File: config.mk
export PLATFORM = sky130hd
export DESIGN_NAME = sdr_cmd_monitor
export DESIGN_NICKNAME = d
export VERILOG_FILES = /design/src/rtl/sdr_cmd_monitor.sv
export SDC_FILE = /design/constraint.sdc
export NUM_CORES = 1
export LEC_CHECK = 0
export BUFFER_PORTS_ARGS = -buffer_cell sky130_fd_sc_hd__buf_2
export CORE_MARGIN = 2
export CORE_UTILIZATION = 54
export DETAILED_ROUTE_END_ITERATION = 8
export PLACE_DENSITY = 0.76
export REMOVE_ABC_BUFFERS = 1
export SLEW_MARGIN = 0
export SYNTH_ARGS = -nofsm -noshare
export SYNTH_HDL_FRONTEND = slang
export SYNTH_SLANG_ARGS = --single-unit
File: constraint.sdc
create_clock -name clk -period 2.37 [get_ports clk]
set_input_delay 0 -clock clk [delete_from_list [all_inputs] [get_ports clk]]
set_output_delay 0 -clock clk [all_outputs]
set_load 0.01 [all_outputs]
File: src/rtl/sdr_cmd_monitor.sv
// SDRAM command-bus monitor: registered command decode, bank state, tRCD/tRP/refresh checks.
// Latency 1 cycle; passive observer, no backpressure. Optional SDR_MON_RFSH_CHK_EN enables err_vec[5].
module sdr_cmd_monitor (
    input  logic        clk,
    input  logic        reset,
    input  logic        cke,
    input  logic        cs_n,
    input  logic        ras_n,
    input  logic        cas_n,
    input  logic        we_n,
    input  logic [12:0] addr,
    input  logic [1:0]  ba,
    input  logic [11:0] cfg_sdr_rfsh,
    input  logic [3:0]  cfg_trcd_d,
    input  logic [3:0]  cfg_trp_d,
    input  logic        err_clr,
    output logic [2:0]  mon_cmd,
    output logic        mon_cmd_vld,
    output logic [3:0]  bank_open,
    output logic [11:0] rfsh_cnt,
    output logic [5:0]  err_vec,
    output logic        err_pulse
);

    localparam logic [2:0] CMD_NOP = 3'd0;
    localparam logic [2:0] CMD_ACT = 3'd1;
    localparam logic [2:0] CMD_RD  = 3'd2;
    localparam logic [2:0] CMD_WR  = 3'd3;
    localparam logic [2:0] CMD_PRE = 3'd4;
    localparam logic [2:0] CMD_REF = 3'd5;
    localparam logic [2:0] CMD_MRS = 3'd6;
    localparam logic [2:0] CMD_BST = 3'd7;

    logic [2:0]       cmd_d,       cmd_q;
    logic             cmd_vld_d,   cmd_vld_q;
    logic [3:0]       bank_open_d, bank_open_q;
    logic [11:0]      rfsh_cnt_d,  rfsh_cnt_q;
    logic [5:0]       err_vec_d,   err_vec_q;
    logic             err_pulse_d, err_pulse_q;
    logic [3:0][3:0]  act_age_d,   act_age_q;
    logic [3:0][3:0]  pre_age_d,   pre_age_q;
    logic [5:0]       err_set;
    logic [3:0]       pre_mask;
    logic             cmd_is_ref;
    logic             rfsh_err;
    logic             unused_addr;

    assign unused_addr = ^{addr[12:11], addr[9:0]};

    always_comb begin
        cmd_d = CMD_NOP;
        if (cke && !cs_n) begin
            case ({ras_n, cas_n, we_n})
                3'b011:  cmd_d = CMD_ACT;
                3'b101:  cmd_d = CMD_RD;
                3'b100:  cmd_d = CMD_WR;
                3'b010:  cmd_d = CMD_PRE;
                3'b001:  cmd_d = CMD_REF;
                3'b000:  cmd_d = CMD_MRS;
                3'b110:  cmd_d = CMD_BST;
                default: cmd_d = CMD_NOP;
            endcase
        end
    end

    assign cmd_vld_d  = (cmd_d != CMD_NOP);
    assign cmd_is_ref = (cmd_d == CMD_REF);
    assign pre_mask   = (cmd_d != CMD_PRE) ? 4'b0000 :
                        (addr[10] ? 4'b1111 : (4'b0001 << ba));

`ifdef SDR_MON_RFSH_CHK_EN
    // Flags the interval overrun once; re-armed only by the next REF.
    logic rfsh_done_d, rfsh_done_q;

    always_comb begin
        rfsh_err    = (rfsh_cnt_q == cfg_sdr_rfsh) && !cmd_is_ref && !rfsh_done_q;
        rfsh_done_d = cmd_is_ref ? 1'b0 : (rfsh_done_q | rfsh_err);
    end

    always_ff @(posedge clk) begin
        if (reset) rfsh_done_q <= 1'b0;
        else       rfsh_done_q <= rfsh_done_d;
    end
`else
    logic unused_cfg_rfsh;
    assign unused_cfg_rfsh = ^cfg_sdr_rfsh;
    assign rfsh_err        = 1'b0;
`endif

    always_comb begin
        bank_open_d = bank_open_q & ~pre_mask;
        err_set     = 6'b0;
        // Age 1 on the command edge means "one edge ago" when the next command is sampled.
        for (int i = 0; i < 4; i++) begin
            act_age_d[i] = (act_age_q[i] == 4'hF) ? 4'hF : act_age_q[i] + 4'd1;
            pre_age_d[i] = pre_mask[i] ? 4'd1 :
                           ((pre_age_q[i] == 4'hF) ? 4'hF : pre_age_q[i] + 4'd1);
        end
        case (cmd_d)
            CMD_ACT: begin
                err_set[1]     = bank_open_q[ba];
                err_set[3]     = (cfg_trp_d != 4'd0) && (pre_age_q[ba] < cfg_trp_d);
                bank_open_d[ba] = 1'b1;
                act_age_d[ba]  = 4'd1;
            end
            CMD_RD, CMD_WR: begin
                err_set[0] = !bank_open_q[ba];
                err_set[2] = (cfg_trcd_d != 4'd0) && (act_age_q[ba] < cfg_trcd_d);
            end
            CMD_REF: err_set[4] = |bank_open_q;
            default: ;
        endcase
        err_set[5]  = rfsh_err;
        rfsh_cnt_d  = cmd_is_ref ? 12'd0 :
                      ((rfsh_cnt_q == 12'hFFF) ? 12'hFFF : rfsh_cnt_q + 12'd1);
        // A new error outranks a simultaneous clear.
        err_vec_d   = (err_clr ? 6'b0 : err_vec_q) | err_set;
        err_pulse_d = |(err_set & ~err_vec_q);
    end

    always_ff @(posedge clk) begin
        if (reset) begin
            cmd_q       <= CMD_NOP;
            cmd_vld_q   <= 1'b0;
            bank_open_q <= 4'b0;
            rfsh_cnt_q  <= 12'd0;
            err_vec_q   <= 6'b0;
            err_pulse_q <= 1'b0;
            act_age_q   <= {4{4'hF}};
            pre_age_q   <= {4{4'hF}};
        end else begin
            cmd_q       <= cmd_d;
            cmd_vld_q   <= cmd_vld_d;
            bank_open_q <= bank_open_d;
            rfsh_cnt_q  <= rfsh_cnt_d;
            err_vec_q   <= err_vec_d;
            err_pulse_q <= err_pulse_d;
            act_age_q   <= act_age_d;
            pre_age_q   <= pre_age_d;
        end
    end

    assign mon_cmd     = cmd_q;
    assign mon_cmd_vld = cmd_vld_q;
    assign bank_open   = bank_open_q;
    assign rfsh_cnt    = rfsh_cnt_q;
    assign err_vec     = err_vec_q;
    assign err_pulse   = err_pulse_q;

endmodule

# After elaboration in Yosys (flattened, before gate mapping)
# Index checks and enable logic that the tools add are counted.
[totals] regBits=59 input_bits=43
[classes] add_sub_neg=9 n_lt_le_gt_ge=4 n_eq_ne=20 n_shift=1 muxes=35 bitwise_logic=9 reduce_logical=18
[ops] operator="4-bit 2-to-1 mux" n=18
[ops] operator="4-bit by 1-bit adder with 4-bit output (second input constant)" n=8
[ops] operator="4-bit equality test (second input constant)" n=8
[ops] operator="3-bit one-hot mux with 7 select lines" n=1
[ops] operator="4-bit binary-select mux with 2-bit select" n=2
[ops] operator="16-bit 2-to-1 mux" n=1
[ops] operator="12-bit by 1-bit adder with 12-bit output (second input constant)" n=1
[ops] operator="12-bit AND" n=1
[ops] operator="12-bit equality test (second input constant)" n=1
[ops] operator="3-bit by 2-bit equality test with 1-bit output (second input constant)" n=4
[ops] operator="3-bit equality test (second input constant)" n=4
[ops] operator="12-bit 2-to-1 mux" n=1
[ops] operator="12-bit NOT" n=1
[ops] operator="3-bit OR reduction" n=4
[ops] operator="4-bit demux with 2-bit select" n=1
[ops] operator="4-bit < comparator" n=2
[ops] operator="4-bit OR" n=2
[ops] operator="4-bit nonzero test" n=2
[ops] operator="1-bit 2-to-1 mux" n=7
[ops] operator="5-bit by 6-bit AND with 6-bit output" n=1
[ops] operator="3-bit by 1-bit equality test with 1-bit output (second input constant)" n=2
[ops] operator="6-bit 2-to-1 mux" n=1
[ops] operator="6-bit NOT" n=1
[ops] operator="6-bit by 5-bit OR with 6-bit output" n=1
[ops] operator="other kinds (16)" n=21

# Depth between registers and ports, before layout
# Gate-level depths: netlist (run 1).
[depth] ltp_word=9 depth_mapped=8 mapped_depth_nobuf=6

# Worst setup path after synthesis (run 1)
# No wires, ideal clock.
[synth_path] path_type="input to register" startpoint="in ba[0]" endpoint="reg err_pulse_q, in the netlist err_pulse" setup_time_ns=0.077 t_arrival_ns=2.023 required_ns=2.293 setup_slack_ns=0.270 stages=8 path_buffers=2 path_cell_list="buf_6 -> buf_2 -> mux4_2 -> ha_1 -> a21o_1 -> a2111oi_0 -> o211ai_1 -> a41oi_2"
[synth_via] elab_chain_len=7
[synth_rtl] item="start: declaration" line_no="12" rtl="input logic [1:0] ba,"
[synth_rtl] item="4-bit binary-select mux with 2-bit select, on equally long branches" line_no="108, 102"
[synth_rtl] item="4-bit 2-to-1 mux, on equally long branches" line_no="108, 102"
[synth_rtl] item="4-bit < comparator, on equally long branches" line_no="108, 102"
[synth_rtl] item="1-bit logical AND, on equally long branches" line_no="108, 102"
[synth_rtl] item="1-bit 2-to-1 mux" line_no="99" rtl="case (cmd_d)"
[synth_rtl] item="5-bit by 6-bit AND with 6-bit output *" line_no="118" rtl="err_pulse_d = |(err_set & ~err_vec_q);"
[synth_rtl] item="6-bit OR reduction *" line_no="118"
[synth_rtl] item="end signal: assignment" line_no="137" rtl="err_pulse_q <= err_pulse_d;"
[synth_rtl] item="end: declaration" line_no="39" rtl="logic err_pulse_d, err_pulse_q;"
# Mark *: on every way between the ends. The rest lies on a longest branch, timed or not. The select of a mux whose other input is x is not followed.
# A chain may end at the register's enable or synchronous reset.

# Final worst setup path (run 1)
[layout_path] startpoint="reg act_age_q[14] (netlist bit)" endpoint="reg err_pulse_q, in the netlist err_pulse"
[layout_via] elab_chain_len=7
[layout_rtl] item="start: declaration" line_no="40" rtl="logic [3:0][3:0] act_age_d, act_age_q;"
[layout_rtl] item="start signal: assignment" line_no="129" rtl="act_age_q <= {4{4'hF}};"
[layout_rtl] item="start signal: assignment" line_no="138" rtl="act_age_q <= act_age_d;"
[layout_rtl] item="4-bit binary-select mux with 2-bit select" line_no="108" rtl="err_set[2] = (cfg_trcd_d != 4'd0) && (act_age_q[ba] < cfg_trcd_d);"
[layout_rtl] item="4-bit 2-to-1 mux (implied by the code)" line_no="108"
[layout_rtl] item="4-bit < comparator" line_no="108"
[layout_rtl] item="1-bit logical AND" line_no="108"
[layout_rtl] item="1-bit 2-to-1 mux" line_no="99"
[layout_rtl] item="5-bit by 6-bit AND with 6-bit output" line_no="118"
[layout_rtl] item="6-bit OR reduction" line_no="118"
# No other way between the ends. The select of a mux whose other input is x is not followed.

==> metrics.txt, run 1 <==
n_diodes 0; Switch Pwr 1090 µW; hold path depth 3; multi-input logic area 0.00171 mm²; clock latency on the worst-skew pair 0.33 ns; Area contributors post-synth dfxtp_1 39%, ha_1 6.3%, mux4_2 5.3%; final hold slack 0.0128 ns; Residual DRC 0; FF-to-FF End err_pulse$_SDFF_PP0_; min-delay src cs_n; Initial Util 55.1%; CP max FO 6; Ys Warns 0; Core Box Area 0.00541 mm²; Fill cells 454; Synth area leader dfxtp_1; synthesized area per cell 9.49 µm²; routability-driven placement congestion ratio 0.783; Clock Skews 0.00593 ns; io pins 70; vias in the first global route 2373; register area 0.00116 mm²; dpl ws 0.137 ns; port bufs 44; P_int 2390 µW; min Tclk post-route 2.19 ns; first-pass detailed-route iteration total 4; H-Tree Depth 3; final antenna-violating net count 0; All-Layer GR Usage 22.2%; Final nets 420; period utilization 92.3%; FF-to-FF setup slack 0.18 ns; Synth-to-Final Area Change 18.4%; most common cell in the netlist dfxtp_1; combinational fraction of design power 28.9%; Worst Max-Slew Pin Slew 0.729 ns; Netlist cell types 47; DR WL/cell 14.6 µm; hold endpoint mon_cmd[1]$_SDFF_PP0_; DIE WIDTH 78.3 µm; GRT overflow 0; Via density 5.71; Reg clk slew, reported paths 0.07 ns; floorplan row count 27; Seq/Total Area, Yosys 39.0%; postcts setup bufs 0; Final Non-Filler Cells 439; clock share of power 31.0%; Worst EP arrival 2.45 ns; number of CTS-inserted buffers 9; Max Root-Sink Buffers 2; Commonest cells post-synth 58 x dfxtp_1, 23 x a21oi_1, 23 x nand3_1, 18 x o21bai_1, 15 x ha_1; Reg2Reg Depth 6; crit path capture type register; startpoint types register; Max Fclk 0.457 GHz; first-pass GRT wire length 10.7 mm; PD cells 985 mW/mm²; min-delay worst type in -> reg; final worst slack 0.182 ns; Setup CP Type reg -> reg; CTS sink cnt 58; Post-Synthesis Cell Area 0.00298 mm²; Flop pwr share 40.1%; status completed; endpoints failing hold 0; Yosys top cell area share 39.0%; EDFF count, synth 0; RSZ-0062 raised after global routing false; TritonCTS clock tree built; Synth Register Bits 58; Top FF cell, synth dfxtp_1; WP data required 2.63 ns; maxcap violations 0; Die Y 78.3 µm; initial antenna violation count 0; Post-synth ARST share 0%; P_leak 0.00153 µW; Synth Instances 314; Slew headroom 51.4%; First DRT Iteration DRCs 102; final WL 6.42 mm; switch share 31.2%; CTS Root Cell clkbuf_8; vias post-DR 2507; full die area 0.00613 mm²; TNS Setup 0 ns; post-layout util 65.3%; share of layout cells above drive strength 1 21.8%; dpl hpwl 4.55 mm; final max-slew violation count 0; post-placement cell count 419; Setup violations, final 0; maximum number of pins on one net before global-route repair 45; maximum vdd ir drop 475 µV; reg2reg start act_age_q[14]$_SDFF_PP1_
## per-stage QoR
step           total power (µW)  cell area (µm²)
6_report                   3480             3530
5_1_grt                    3700             3530
4_1_cts                    3480             3520
3_5_place_dp               2390             3240
3_3_place_gp               2340             3240
2_1_floorplan              2140             2910
## state kept, by name (all words and copies together), names as in the netlist
signal and cells:
act_age_q 16, pre_age_q 16, rfsh_cnt 12, err_vec 5
bank_open 4, mon_cmd 3, err_pulse 1, mon_cmd_vld 1
## logic make-up (layout without fill, tap and decap cells)
| group | count (synthesis) | count (layout) | share of synthesized area [%] |
|---|---|---|---|
| AOI/OAI and AO/OA | 81 | 81 | 18.1 |
| xor gates and xnor gates | 8 | 8 | 2.35 |
| adders and majority gates | 16 | 16 | 6.64 |
| buffers and inverters | 27 | 80 | 3.95 |
| DFF | 58 | 58 | 39.0 |
| muxes | 18 | 18 | 9.11 |
| other | 1 | 1 | 0.126 |
| and+or+nand+nor | 105 | 105 | 20.8 |
## worst max-delay path, stage by stage (launching register included)
cell and delay [ns]:
dfxtp_1 0.37, mux4_2 0.49, ha_1 0.31, a21o_1 0.16, a2111oi_1 0.45, o211ai_1 0.18
a41oi_2 0.15
## power by group through the flow
stage / sequential [µW] / combinational (µW) / clock, µW
global placement: 1400 / 940 / 0
CTS: 1390 / 1000 / 1090
floorplan: 1350 / 794 / 0
finish: 1390 / 1000 / 1080
detailed placement: 1410 / 986 / 0
global route: 1420 / 1150 / 1130
## routing by layer
layer	global-route usage, %	wire (µm)	part of all wire, %	vias up
li1	-	-	-	1264
met1	28.3	3010	47	1183
met2	36.2	3000	47	48
met3	4.37	274	4.3	12
met4	10.7	132	2.1	0
met5	0	0	0	-
## placed cells by master, fill, tap and decap left out, drive strengths merged, types with 2 or more instances in the layout
master       netlist  final
dfxtp             58     58
buf                6     47
nand3             24     24
a21oi             23     23
o21bai            18     18
ha                15     15
nand2             14     14
inv               13     13
nor2              12     12
nand2b            12     12
clkbuf             8     12
nand3b             8      8
o21ai              8      8
mux2i              8      8
mux4               7      7
o211ai             7      7
a31oi              7      7
nand4b             7      7
a21o               6      6
xnor2              5      5
and3               5      5
dlygate4sd3        0      4
a211oi             4      4
nor2b              3      3
nand4              3      3
and4               3      3
nor4               3      3
mux2               3      3
and2               3      3
xor2               3      3
nand4bb            2      2
o2111ai            2      2
nor3               2      2
bufinv             0      2
a41oi              2      2
## layout make-up
cell class	instances	share of cell area, %
Clock buffer	12	4.68
Clock inverter	4	2.06
Inverter	13	1.38
Multi-Input combinational cell	229	48.4
Sequential cell	58	32.9
Tap cell	72	2.55
Timing Repair Buffer	51	8.02
## what timing repair did
item / CTS / global route
endpoints found under the hold margin: 3 / 0
hold buffers: 4 / 0
resized for setup: 0 / 2
endpoints found under the setup margin: 0 / 1
## worst max-delay path by stage
stage,startpoint,to
final,act_age_q[14]$_SDFF_PP1_,err_pulse$_SDFF_PP0_
after global routing,act_age_q[14]$_SDFF_PP1_,err_pulse$_SDFF_PP0_
after CTS,pre_age_q[14]$_SDFF_PP1_,err_pulse$_SDFF_PP0_
after detailed placement,ba[0],err_pulse$_SDFF_PP0_
after global placement,act_age_q[14]$_SDFF_PP1_,err_pulse$_SDFF_PP0_
after floorplan,act_age_q[14]$_SDFF_PP1_,err_pulse$_SDFF_PP0_
No activity file was read; power rests on OpenSTA's default activity.
==> run 2: changes to the inputs <==
--- a/config.mk
+++ b/config.mk
@@ -7,9 +7,9 @@
 export LEC_CHECK = 0
 export BUFFER_PORTS_ARGS = -buffer_cell sky130_fd_sc_hd__buf_2
 export CORE_MARGIN = 2
-export CORE_UTILIZATION = 54
+export CORE_UTILIZATION = 58
 export DETAILED_ROUTE_END_ITERATION = 8
-export PLACE_DENSITY = 0.76
+export PLACE_DENSITY = 0.81
 export REMOVE_ABC_BUFFERS = 1
 export SLEW_MARGIN = 0
 export SYNTH_ARGS = -nofsm -noshare
==> constraint.sdc (replaced) <==
create_clock -name clk -period 2.8 [get_ports clk]
set_input_delay 0 -clock clk [delete_from_list [all_inputs] [get_ports clk]]
set_output_delay 0 -clock clk [all_outputs]
set_load 0.01 [all_outputs]
==> run 2 against run 1 <==
Routed wire length down 0.94%; largest cell class unchanged; sequential cell count stayed put; first-iteration DRC count down 15%.
==> metrics.txt, run 2 (synthesized netlist as in run 1, its figures left out) <==
CTS sink cnt 58; Synth-to-Final Area Change 16.5%; Max Fclk 0.439 GHz; vias post-DR 2567; Max Root-Sink Buffers 2; TNS Setup 0 ns; Final nets 420; dpl hpwl 4.51 mm; CTS Root Cell clkbuf_8; clock latency on the worst-skew pair 0.34 ns; cells along the critical path mux4_2 > ha_1 > a21o_1 > a2111oi_0 > o211ai_1 > a41oi_2; floorplan row count 26; first-pass GRT wire length 10.4 mm; GRT overflow 0; Clock Skews 0.00772 ns; FF-to-FF setup slack 0.52 ns; P_leak 0.00151 µW; WP data required 3.06 ns; io pins 70; period utilization 81.4%; Reg2Reg Depth 6; Die Y 75.7 µm; vias in the first global route 2345; share of layout cells above drive strength 1 20.7%; Residual DRC 0; First DRT Iteration DRCs 87; most frequent cells in the layout 58 x dfxtp_1, 44 x buf_2, 23 x nand3_1, 23 x a21oi_1, 18 x o21bai_1; routability-driven placement congestion ratio 0.844; All-Layer GR Usage 24.1%; final max-slew violation count 0; fin area 0.00347 mm²; startpoint types register; endpoints failing hold 0; min-delay src we_n; port bufs 44; CP top delay family compound AO/OA/AOI/OAI gates; number of CTS-inserted buffers 9; crit path capture type register; H-Tree Depth 3; full die area 0.00573 mm²; n_diodes 0; commonest non-fill, non-tap cell in the layout dfxtp_1; DIE WIDTH 75.7 µm; maxcap violations 0; RSZ-0062 raised after global routing false; CP peak stage delay 0.54 ns; dpl ws 0.545 ns; Worst Path Buf+Inv 0; reg2reg start act_age_q[14]$_SDFF_PP1_; Core Box Area 0.00504 mm²; Slew headroom 53.1%; DR WL/cell 14.5 µm; Reg clk slew, reported paths 0.07 ns; Initial Util 59.1%; CP max FO 6; final WL 6.36 mm; hold path depth 3; Critical Path Slowest Stage Cell a2111oi_0; hold endpoint mon_cmd[0]$_SDFF_PP0_; PD cells 795 mW/mm²; Worst Max-Slew Pin Slew 0.703 ns; Setup violations, final 0; Area after DPL 0.00323 mm²; FF-to-FF End err_pulse$_SDFF_PP0_; min-delay worst type in -> reg; first-pass detailed-route iteration total 4; min Tclk post-route 2.28 ns; final worst slack 0.520 ns; status completed; final antenna-violating net count 0; Worst EP arrival 2.54 ns; TritonCTS clock tree built; initial antenna violation count 0; Via density 5.87; Setup CP Type reg -> reg; Fill cells 430; maximum vdd ir drop 501 µV; maximum number of pins on one net before global-route repair 45
## run 2: metrics by stage
| stage | cells | util [%] | hold slack [ns] | power [µW] |
|---|---|---|---|---|
| after floorplan | 300 | - | 0.0633 | 1810 |
| after global placement | 415 | 64.0 | 0.274 | 1970 |
| after detailed placement | 415 | 64.0 | 0.290 | 2030 |
| after CTS | 437 | 68.8 | 0.0162 | 2780 |
| after global routing | 437 | 68.8 | 0.0533 | 2970 |
| final | 437 | 68.8 | 0.0240 | 2760 |
## run 2: area by class of cell
type | count | area, µm² | share of cell area [%]
tap | 70 | 87.6 | 2.52
sequential | 58 | 1160 | 33.5
clock inverter | 6 | 57.6 | 1.66
timing repair buffer | 51 | 288 | 8.29
inverter | 13 | 48.8 | 1.41
multi-input combinational | 229 | 1700 | 49.0
clock buffer | 10 | 128 | 3.68
## run 2: worst max path at each step
stage          cells after the start                      from                    to
2_1_floorplan                      6  act_age_q[14]$_SDFF_PP1_  err_pulse$_SDFF_PP0_
4_1_cts                            6  act_age_q[14]$_SDFF_PP1_  err_pulse$_SDFF_PP0_
6_report                           6  act_age_q[14]$_SDFF_PP1_  err_pulse$_SDFF_PP0_
3_3_place_gp                       6  act_age_q[14]$_SDFF_PP1_  err_pulse$_SDFF_PP0_
5_1_grt                            6  act_age_q[10]$_SDFF_PP1_  err_pulse$_SDFF_PP0_
3_5_place_dp                       6  act_age_q[14]$_SDFF_PP1_  err_pulse$_SDFF_PP0_
## run 2: power breakdown
group,total [µW],switching (µW),internal (µW)
clock network,733,329,404
registers,1180,191,993
logic,844,395,449
## run 2: worst reg2reg max path, delay by kind of cell (launching register included)
kind / cells / cell delay [ns]
compound gates: 4 / 1.05
fa+ha+maj: 1 / 0.30
flops: 1 / 0.37
mux: 1 / 0.49
## run 2: layer usage
metal | global-route usage (%) | up-vias | share of wire, % | wire length (µm)
met4 | 13.3 | 0 | 2.9 | 184
met2 | 39.3 | 69 | 48 | 3040
met3 | 4.89 | 18 | 4.5 | 286
met5 | 0 | - | 0 | 0
li1 | - | 1274 | - | -
met1 | 30.0 | 1206 | 45 | 2850
## run 2: timing repair
| action | CTS | global route |
|---|---|---|
| hold buffers | 6 | 0 |
| resized for setup | 0 | 0 |
| endpoints found under the hold margin | 7 | 0 |
| buffers inserted | 0 | 0 |
==> run 3: changes to the inputs <==
--- a/config.mk
+++ b/config.mk
@@ -7,9 +7,9 @@
 export LEC_CHECK = 0
 export BUFFER_PORTS_ARGS = -buffer_cell sky130_fd_sc_hd__buf_2
 export CORE_MARGIN = 2
-export CORE_UTILIZATION = 58
+export CORE_UTILIZATION = 48
 export DETAILED_ROUTE_END_ITERATION = 8
-export PLACE_DENSITY = 0.81
+export PLACE_DENSITY = 0.71
 export REMOVE_ABC_BUFFERS = 1
 export SLEW_MARGIN = 0
 export SYNTH_ARGS = -nofsm -noshare
==> constraint.sdc (replaced) <==
create_clock -name clk -period 1.99 [get_ports clk]
set_input_delay 0 -clock clk [delete_from_list [all_inputs] [get_ports clk]]
set_output_delay 0 -clock clk [all_outputs]
set_load 0.01 [all_outputs]
==> run 3 against run 2 <==
Worst hold slack worse by 0.010 ns; final cell count is 6.6% higher; sequential share of layout area is 2.6 points lower; combinational power is 78% higher; power is 56% higher; via count is 3.4% higher; register-to-register slack worse by 0.52 ns; critical path type unchanged; critical endpoint unchanged; highest routed layer unchanged.
==> metrics.txt, run 3 (synthesized netlist as in run 1, its figures left out) <==
status completed; Setup violations, final 0; WP data required 2.25 ns; P_leak 0.00164 µW; Initial Util 50.0%; RSZ-0062 raised after global routing true; maximum vdd ir drop 524 µV; CTS sink cnt 58; TNS Setup 0 ns; final WL 7.11 mm; Worst EP arrival 2.25 ns; n_diodes 0; commonest non-fill, non-tap cell in the layout dfxtp_1; maximum number of pins on one net before global-route repair 40; CTS Root Cell clkbuf_8; startpoint types register; most frequent cells in the layout 57 x dfxtp_1, 44 x buf_2, 25 x buf_4, 23 x nand3_1, 23 x a21oi_1; min Tclk post-route 1.99 ns; dpl ws -0.172 ns; vias post-DR 2654; All-Layer GR Usage 21.7%; Worst Path Buf+Inv 0; Top Usage Layer GRT met2; Max Root-Sink Buffers 2; min-delay worst type in -> reg; period utilization 100%; min-delay src cs_n; Worst Max-Slew Pin Slew 0.605 ns; TritonCTS clock tree built; met3 Use GR 3.46%; share of layout cells above drive strength 1 27.9%; Core Box Area 0.00596 mm²; reg2reg start act_age_q[2]$_SDFF_PP1_; initial antenna violation count 0; first-pass GRT wire length 11.2 mm; floorplan row count 28; Critical Path Slowest Stage Cell mux4_2; clock share of power 28.0%; crit path capture type register; final max-slew violation count 0; Slew headroom 59.3%; full die area 0.00685 mm²; cells along the critical path mux4_2 > ha_4 > a21o_1 > a2111oi_4 > o211ai_1 > a41oi_2; H-Tree Depth 3; postcts setup bufs 0; CP top delay family compound AO/OA/AOI/OAI gates; DR WL/cell 15.3 µm; vias in the first global route 2433; CP peak stage delay 0.50 ns; Clock Skews 0.00876 ns; DIE WIDTH 82.8 µm; met1 Usage GRT 28.6%; Max Fclk 0.503 GHz; First DRT Iteration DRCs 105; Switch Pwr 1370 µW; PD cells 1140 mW/mm²; Flop pwr share 37.2%; combinational fraction of design power 34.8%; Reg clk slew, reported paths 0.06 ns; final antenna-violating net count 0; maxcap violations 0; Setup CP Type reg -> reg; Via density 5.70; final worst slack 0.000618 ns; Critical Path Source act_age_q[2]$_SDFF_PP1_; first-pass detailed-route iteration total 4; io pins 70; Synth-to-Final Area Change 26.5%; GRT overflow 0; Final nets 444; port bufs 44; number of CTS-inserted buffers 9; switch share 31.9%; dpl hpwl 5.15 mm; P_int 2930 µW; met2 usage 34.4%; clock latency on the worst-skew pair 0.34 ns; routability-driven placement congestion ratio 0.790; Residual DRC 0; CP max FO 2; Die Y 82.8 µm; endpoints failing hold 0
## run 3: cell type report
class                           instances  area, µm²
Tap cell                               75       93.8
Multi-Input combinational cell        229       1770
Sequential cell                        58       1160
Fill cell                             491       2190
Clock buffer                           10        138
Timing Repair Buffer                   75        478
Inverter                               13       48.8
Clock inverter                          6       80.1
## run 3: metrics by stage
stage | utilization (%) | hold WS [ns] | area [µm²] | power [µW] | instances
3_3_place_gp | 57.6 | 0.273 | 3430 | 2950 | 445
4_1_cts | 62.8 | 0.0101 | 3740 | 4270 | 466
3_5_place_dp | 57.6 | 0.276 | 3430 | 3030 | 445
6_report | 63.3 | 0.0139 | 3770 | 4300 | 466
2_1_floorplan | - | 0.0633 | 2910 | 2550 | 300
5_1_grt | 63.3 | 0.0195 | 3770 | 4590 | 466
## run 3: tightest hold or removal path: stages
cell	delay (ns)
buf_2	0.10
or3b_2	0.15
nor2_1	0.05
## run 3: repair_timing
action | CTS | global route
endpoints found under the hold margin | 6 | 0
pin swaps | 5 | 2
resized for setup | 6 | 3
hold buffers | 5 | 0
endpoints found under the setup margin | 3 | 2
## run 3: power groups by stage
stage	Clock (µW)	Combinational, µW	Sequential, µW
2_1_floorplan	0	946	1610
3_3_place_gp	0	1350	1600
3_5_place_dp	0	1420	1620
4_1_cts	1210	1470	1590
5_1_grt	1270	1690	1630
6_report	1200	1500	1600
## run 3: per-layer routing
| metal | part of all wire [%] | vias up |
|---|---|---|
| met2 | 47 | 67 |
| met4 | 2.6 | 0 |
| li1 | - | 1311 |
| met3 | 3.8 | 17 |
| met5 | 0 | - |
| met1 | 47 | 1259 |
## run 3: path summary, 6_finish.rpt
path	cells after the start	end	slack [ns]
setup reg to reg	6	err_pulse$_SDFF_PP0_	0.0006
hold / removal	3	mon_cmd[0]$_SDFF_PP0_	0.01
setup / recovery	6	err_pulse$_SDFF_PP0_	0.0006
hold reg to reg	1	act_age_q[0]$_SDFF_PP1_	0.46
